$ cat src/rtl/range_pkg.sv
// Shared types and defaults for the range_sequencer slice: FSM state encoding
// and the sample/counter widths that must line up with RangeFinder.
package range_pkg;

    localparam int WIDTH_DEFAULT = 16;
    localparam int CNT_W_DEFAULT = 8;

    typedef enum logic [2:0] {
        IDLE,
        RUN,
        SINGLE,
        FIN,
        WAIT
    } seq_state_t;

endpackage

$ cat src/rtl/range_sequencer_if.sv
// Bundles the sample stream (valid/ready/last) and the result slot handshake
// seen by range_sequencer; the producer/consumer side uses the master modport.
interface range_sequencer_if #(
    parameter int WIDTH = range_pkg::WIDTH_DEFAULT,
    parameter int CNT_W = range_pkg::CNT_W_DEFAULT
);

    logic [WIDTH-1:0] s_data;
    logic             s_valid;
    logic             s_last;
    logic             s_ready;

    logic [WIDTH-1:0] res_range;
    logic [CNT_W-1:0] res_count;
    logic             res_sat;
    logic             res_error;
    logic             res_valid;
    logic             res_ready;

    modport master (
        output s_data, s_valid, s_last, res_ready,
        input  s_ready, res_range, res_count, res_sat, res_error, res_valid
    );

    modport slave (
        input  s_data, s_valid, s_last, res_ready,
        output s_ready, res_range, res_count, res_sat, res_error, res_valid
    );

endinterface

$ cat src/rtl/range_result_reg.sv
// One-entry valid/ready result slot holding range, beat count, saturation and
// error status of the most recently completed packet.
module range_result_reg
    import range_pkg::*;
#(
    parameter int WIDTH = WIDTH_DEFAULT,
    parameter int CNT_W = CNT_W_DEFAULT
) (
    input  logic             clock,
    input  logic             reset,
    input  logic             capture,
    input  logic [WIDTH-1:0] cap_range,
    input  logic [CNT_W-1:0] cap_count,
    input  logic             cap_sat,
    input  logic             cap_error,
    input  logic             res_ready,
    output logic [WIDTH-1:0] res_range,
    output logic [CNT_W-1:0] res_count,
    output logic             res_sat,
    output logic             res_error,
    output logic             res_valid
);

    // A capture in the same cycle as a drain wins, so the slot stays full.
    always_ff @(posedge clock or posedge reset) begin
        if (reset) begin
            res_valid <= 1'b0;
            res_range <= '0;
            res_count <= '0;
            res_sat   <= 1'b0;
            res_error <= 1'b0;
        end else if (capture) begin
            res_valid <= 1'b1;
            res_range <= cap_range;
            res_count <= cap_count;
            res_sat   <= cap_sat;
            res_error <= cap_error;
        end else if (res_ready) begin
            res_valid <= 1'b0;
        end
    end

endmodule

$ cat src/rtl/range_sequencer.sv
// Converts each packet of the sample stream into a legal go/data/finish
// sequence for RangeFinder and captures the outcome into a result slot.
module range_sequencer
    import range_pkg::*;
#(
    parameter int WIDTH = WIDTH_DEFAULT,
    parameter int CNT_W = CNT_W_DEFAULT
) (
    input  logic             clock,
    input  logic             reset,
    range_sequencer_if.slave bus,
    output logic [WIDTH-1:0] rf_data_in,
    output logic             rf_go,
    output logic             rf_finish,
    input  logic [WIDTH-1:0] rf_range,
    input  logic             rf_debug_error
);

    localparam logic [CNT_W-1:0] COUNT_MAX = '1;
    localparam logic [CNT_W-1:0] COUNT_ONE = CNT_W'(1);

    seq_state_t       state;
    seq_state_t       state_next;
    logic             s_ready;
    logic             accept;
    logic             capture;
    logic [CNT_W-1:0] beat_count;
    logic             count_sat;
    logic             err_seen;
    logic             cap_error;

    assign accept      = bus.s_valid && s_ready;
    assign bus.s_ready = s_ready;
    assign cap_error   = err_seen || rf_debug_error;

    always_ff @(posedge clock or posedge reset) begin
        if (reset) begin
            state <= IDLE;
        end else begin
            state <= state_next;
        end
    end

    always_comb begin
        state_next = state;
        case (state)
            IDLE:    if (accept) state_next = bus.s_last ? SINGLE : RUN;
            RUN:     if (accept && bus.s_last) state_next = FIN;
            SINGLE:  state_next = FIN;
            FIN:     state_next = WAIT;
            WAIT:    state_next = IDLE;
            default: state_next = IDLE;
        endcase
    end

    // A new packet may only start while the slot is empty or draining now.
    always_comb begin
        s_ready = 1'b0;
        capture = 1'b0;
        case (state)
            IDLE:    s_ready = !bus.res_valid || bus.res_ready;
            RUN:     s_ready = 1'b1;
            WAIT:    capture = 1'b1;
            default: s_ready = 1'b0;
        endcase
        if (reset) begin
            s_ready = 1'b0;
        end
    end

    // Finish for a one-beat packet comes from SINGLE, a cycle after go.
    always_ff @(posedge clock or posedge reset) begin
        if (reset) begin
            rf_go      <= 1'b0;
            rf_finish  <= 1'b0;
            rf_data_in <= '0;
        end else begin
            rf_go     <= (state == IDLE) && accept;
            rf_finish <= ((state == RUN) && accept && bus.s_last) || (state == SINGLE);
            if (accept) begin
                rf_data_in <= bus.s_data;
            end
        end
    end

    // Error flag spans every cycle from go through WAIT of the packet.
    always_ff @(posedge clock or posedge reset) begin
        if (reset) begin
            beat_count <= '0;
            count_sat  <= 1'b0;
            err_seen   <= 1'b0;
        end else if ((state == IDLE) && accept) begin
            beat_count <= COUNT_ONE;
            count_sat  <= 1'b0;
            err_seen   <= 1'b0;
        end else begin
            if ((state == RUN) && accept) begin
                if (beat_count == COUNT_MAX) begin
                    count_sat <= 1'b1;
                end else begin
                    beat_count <= beat_count + COUNT_ONE;
                end
            end
            if (state != IDLE) begin
                err_seen <= err_seen || rf_debug_error;
            end
        end
    end

    range_result_reg #(
        .WIDTH (WIDTH),
        .CNT_W (CNT_W)
    ) u_result (
        .clock     (clock),
        .reset     (reset),
        .capture   (capture),
        .cap_range (rf_range),
        .cap_count (beat_count),
        .cap_sat   (count_sat),
        .cap_error (cap_error),
        .res_ready (bus.res_ready),
        .res_range (bus.res_range),
        .res_count (bus.res_count),
        .res_sat   (bus.res_sat),
        .res_error (bus.res_error),
        .res_valid (bus.res_valid)
    );

endmodule

$ cat src/flat_wrapper.sv
// flat-port wrapper written by rule: the top's interface ports become plain ports
module range_sequencer_flat import range_pkg::*;
#(
    parameter int WIDTH = WIDTH_DEFAULT,
    parameter int CNT_W = CNT_W_DEFAULT
)
  (clock, reset, rf_data_in, rf_go, rf_finish, rf_range, rf_debug_error, bus_s_data, bus_s_valid, bus_s_last, bus_res_ready, bus_s_ready, bus_res_range, bus_res_count, bus_res_sat, bus_res_error, bus_res_valid);
  range_sequencer_if #(.WIDTH(WIDTH), .CNT_W(CNT_W)) bus_i ();
  input  logic clock;
  input  logic reset;
  output logic [WIDTH-1:0] rf_data_in;
  output logic rf_go;
  output logic rf_finish;
  input  logic [WIDTH-1:0] rf_range;
  input  logic rf_debug_error;
  input wire logic [$bits(bus_i.s_data)-1:0] bus_s_data;
  input wire logic [$bits(bus_i.s_valid)-1:0] bus_s_valid;
  input wire logic [$bits(bus_i.s_last)-1:0] bus_s_last;
  input wire logic [$bits(bus_i.res_ready)-1:0] bus_res_ready;
  output wire logic [$bits(bus_i.s_ready)-1:0] bus_s_ready;
  output wire logic [$bits(bus_i.res_range)-1:0] bus_res_range;
  output wire logic [$bits(bus_i.res_count)-1:0] bus_res_count;
  output wire logic [$bits(bus_i.res_sat)-1:0] bus_res_sat;
  output wire logic [$bits(bus_i.res_error)-1:0] bus_res_error;
  output wire logic [$bits(bus_i.res_valid)-1:0] bus_res_valid;
  assign bus_i.s_data = bus_s_data;
  assign bus_i.s_valid = bus_s_valid;
  assign bus_i.s_last = bus_s_last;
  assign bus_i.res_ready = bus_res_ready;
  assign bus_s_ready = bus_i.s_ready;
  assign bus_res_range = bus_i.res_range;
  assign bus_res_count = bus_i.res_count;
  assign bus_res_sat = bus_i.res_sat;
  assign bus_res_error = bus_i.res_error;
  assign bus_res_valid = bus_i.res_valid;
  range_sequencer #(.WIDTH(WIDTH), .CNT_W(CNT_W)) u_core (.clock(clock), .reset(reset), .bus(bus_i), .rf_data_in(rf_data_in), .rf_go(rf_go), .rf_finish(rf_finish), .rf_range(rf_range), .rf_debug_error(rf_debug_error));
endmodule
$ cat config.mk
export PLATFORM = sky130hd
export DESIGN_NAME = range_sequencer_flat
export DESIGN_NICKNAME = d
export VERILOG_FILES = /design/src/rtl/range_pkg.sv /design/src/rtl/range_sequencer_if.sv /design/src/rtl/range_result_reg.sv /design/src/rtl/range_sequencer.sv /design/src/flat_wrapper.sv
export SDC_FILE = /design/constraint.sdc
export NUM_CORES = 1
export LEC_CHECK = 0
export CAP_MARGIN = 20
export CORE_ASPECT_RATIO = 1.2
export CORE_MARGIN = 1
export CORE_UTILIZATION = 30
export DETAILED_ROUTE_END_ITERATION = 8
export SLEW_MARGIN = 20
export SYNTH_ARGS = -nofsm -noshare
export SYNTH_HDL_FRONTEND = slang
export SYNTH_SLANG_ARGS = --single-unit
$ cat constraint.sdc
create_clock -name clock -period 2.9 [get_ports clock]
set_input_delay 0.58 -clock clock [delete_from_list [all_inputs] [get_ports clock]]
set_output_delay 0.58 -clock clock [all_outputs]
set_load 0.02 [all_outputs]
==> flow_summary.json <==
{
  "max_cap_viol_count": 0,
  "placer_s_final_routability_congestion_estimate": 0.7083,
  "final_period_minus_worst_setup_slack_ns": 2.718,
  "cp.required_ns": 2.32,
  "synth_enable_flop_cells": 0,
  "slew_headroom_pct": 61.33,
  "final_net_count": 298,
  "vdd_ir_drop_max_mv": 0.4294,
  "rsz_0062_raised_after_global_routing": "false",
  "fillCellCount": 718,
  "number_of_antenna_cells_inserted": 0,
  "reg2reg_depth": 4,
  "cts.root.buffer_cell": "clkbuf_8",
  "syn2layout_area_growth_pct": 47.08,
  "post_drt_via_cell_ratio": 4.572,
  "startpoint_type": "primary input",
  "initial_utilization_pct": 31.04,
  "synth_top_cells_by_area": "dfrtp_1, mux2_2, mux2_1",
  "crit-reg2reg-launch": "u_core.state[0]",
  "global_route.usage.met2_pct": 20.05,
  "tritoncts.num_buffers": 9,
  "grt_most_used_layer": "met2",
  "clock_sinks": 58,
  "vias": 1623,
  "grt_pass1_vias": 1741,
  "ios": 84,
  "postLayoutCoreUtil_pct": 45.65,
  "pin_count_of_the_biggest_net_entering_global_routing": 34,
  "timing.hold.ws_ns": 0.4847,
  "worst_setup_path_end_kind": "primary output",
  "drt_iter0_markers": 87,
  "crit_arrival_ns": 2.14,
  "critPathMaxFanout": 3,
  "synth_ff_type": "dfrtp_1",
  "hpwl_mm": 3.340,
  "drc": 0,
  "finalSetupTns_ns": 0,
  "grt-ovfl-total": 0,
  "detail_route.wirelength_mm": 4.725,
  "worst_pin_slew_ns": 0.5791,
  "final_max_slew_viol_count": 0,
  "worst_clock_skew_ns": 0.007255,
  "netlist.area_leader.share_pct": 61.02,
  "antenna_left": 0,
  "r2r_end": "u_core.u_result.res_range[15]",
  "syn_inst": 167,
  "final_layout_size_suffix_gt1_share_pct": 20.91,
  "mappedNetlistNets": 206,
  "path_class": "in2out",
  "p_leak_nw": 1.494,
  "flip_flop_and_latch_count_after_synthesis": 58,
  "global_route_wire_length_before_repair_mm": 8.211,
  "critPathLaunch": "reset",
  "holdCritPathClass": "reg2reg",
  "tritoncts": "built",
  "power_density_cells_nw_per_um2": 957.6,
  "post_drt_wl_per_cell_um": 13.31,
  "clock_latency_ns": 0.33,
  "synth.lib_cells_used.distinct": 34,
  "fmax_ghz": 0.3679,
  "synth_seq_area_share_pct": 61.02,
  "timing.final.crit_share_pct": 93.73,
  "detailedRoute.firstPassIterationCount": 4,
  "fp.dieArea_um2": 8290,
  "antenna_found_initial": 0,
  "final_hold_viol_count": 0,
  "final-setup-viol-count": 0,
  "routing_usage_on_met3_pct": 3.817,
  "port-buffer-count": 83,
  "regToRegSetupSlack_ns": 1.18,
  "post_cts_resize_count": 0,
  "global_route.usage.met1_pct": 15.43,
  "share_of_flip_flops_with_an_asynchronous_set_or_reset_pct": 100.0,
  "std_cell_rows": 35,
  "yosys_warnings": 0,
  "outcome": "finished clean",
  "netlist_area_before_placement_um2": 2379,
  "count_of_buffers_added_by_post_cts_timing_repair_for_setup": 0,
  "core_area_um2": 7664,
  "globalRouteTotalUtil_pct": 12.72,
  "hold_buffers": 0,
  "cts.clk_slew.worst_paths_ns": 0.06,
  "max-clock-path-buffers": 2,
  "die-height_um": 99.54,
  "crit_end": "bus_s_ready",
  "htree_levels": 3,
  "synth_area_per_cell_um2": 14.24,
  "synth.largest_area_cell": "dfrtp_1",
  "dieWidth_um": 83.29
}
==> worst min path at each step <==
stage	slack, ns	cells after the start	end	from
after floorplan	0.46	1	u_core.count_sat	u_core.count_sat
after global placement	0.47	1	u_core.u_result.res_range[0]	u_core.u_result.res_range[0]
after detailed placement	0.48	1	u_core.u_result.res_range[2]	u_core.u_result.res_range[2]
after CTS	0.49	1	u_core.u_result.res_range[2]	u_core.u_result.res_range[2]
after global routing	0.50	1	u_core.u_result.res_range[6]	u_core.u_result.res_range[6]
final	0.48	1	u_core.u_result.res_count[6]	u_core.u_result.res_count[6]
==> where the power goes <==
part           total [mW]  leakage [nW]  switching (mW)  internal [mW]
combinational        1.37         0.679           0.634          0.735
sequential           1.29         0.714           0.180           1.11
clock               0.695         0.101           0.299          0.396
total                3.35          1.49            1.11           2.24
==> per-layer routing <==
layer | routed length (µm) | up-vias | part of all wire (%)
li1 | - | 772 | -
met1 | 2074 | 792 | 44
met2 | 2284 | 49 | 48
met3 | 259 | 10 | 5.5
met4 | 106 | 0 | 2.2
met5 | 0 | - | 0
==> flip-flops by register name (all words and copies together), names as in the netlist <==
register	count
u_core.beat_count	8
u_core.count_sat	1
u_core.err_seen	1
u_core.rf_data_in	16
u_core.rf_finish	1
u_core.rf_go	1
u_core.state	3
u_core.u_result.res_count	8
u_core.u_result.res_error	1
u_core.u_result.res_range	16
u_core.u_result.res_sat	1
u_core.u_result.res_valid	1
==> cells in the final DEF, fill, tap and decap left out, types with 2 or more instances in the layout <==
| master | Yosys | final |
|---|---|---|
| inv_1 | 4 | 3 |
| and3b_1 | 2 | 2 |
| mux2_1 | 11 | 11 |
| o21ai_0 | 2 | 2 |
| nand2_1 | 9 | 9 |
| clkinv_2 | 0 | 2 |
| clkdlybuf4s50_1 | 0 | 83 |
| nand3_1 | 4 | 4 |
| or3_1 | 2 | 2 |
| o211ai_1 | 2 | 2 |
| dfrtp_1 | 58 | 58 |
| o21a_1 | 3 | 3 |
| nor2_1 | 6 | 6 |
| nand2b_1 | 3 | 3 |
| mux2_2 | 30 | 30 |
| buf_4 | 1 | 3 |
| mux2i_1 | 3 | 3 |
| a21oi_1 | 4 | 4 |
| clkbuf_8 | 0 | 13 |
| nor3_1 | 2 | 2 |
| o31ai_1 | 2 | 2 |
==> Yosys cell counts, types with 2 or more instances <==
library cell   n
a21oi_1        4
and3b_1        2
buf_6          4
dfrtp_1       58
inv_1          4
mux2_1        11
mux2_2        30
mux2i_1        3
nand2_1        9
nand2b_1       3
nand3_1        4
nor2_1         6
nor3_1         2
o211ai_1       2
o21a_1         3
o21ai_0        2
o31ai_1        2
or3_1          2
==> worst max-delay path, stage by stage <==
cell and delay, ns:
clkdlybuf4s50_1 0.50, nor3_2 0.26, o21a_1 0.18, clkdlybuf4s50_1 0.61
==> through the flow <==
step	cell area (µm²)	setup slack [ns]	cells	power (mW)
global route	3498	0.08667	355	3.568
finish	3498	0.1818	355	3.350
CTS	3498	0.1813	355	3.402
detailed placement	3309	0.1901	340	2.691
floorplan	2379	0.8920	167	2.033
global placement	3309	0.2121	340	2.662
==> layout make-up <==
type	count	area (µm²)	share of cell area [%]
sequential	58	1451	41.49
clock buffer	13	178.9	5.114
multi-input combinational	99	854.6	24.43
clock inverter	2	10.01	0.2861
inverter	4	15.01	0.4292
timing repair buffer	87	873.3	24.96
tap	92	115.1	3.290
==> cells by family after synthesis <==
group | share of synthesized area [%]
flops | 61.02
compound gates | 5.471
fa+ha+maj | 0.5260
simple gates | 8.522
buf+inv | 3.051
mux | 20.67
xor+xnor | 0.7366
No activity file was read; power rests on OpenSTA's default activity.
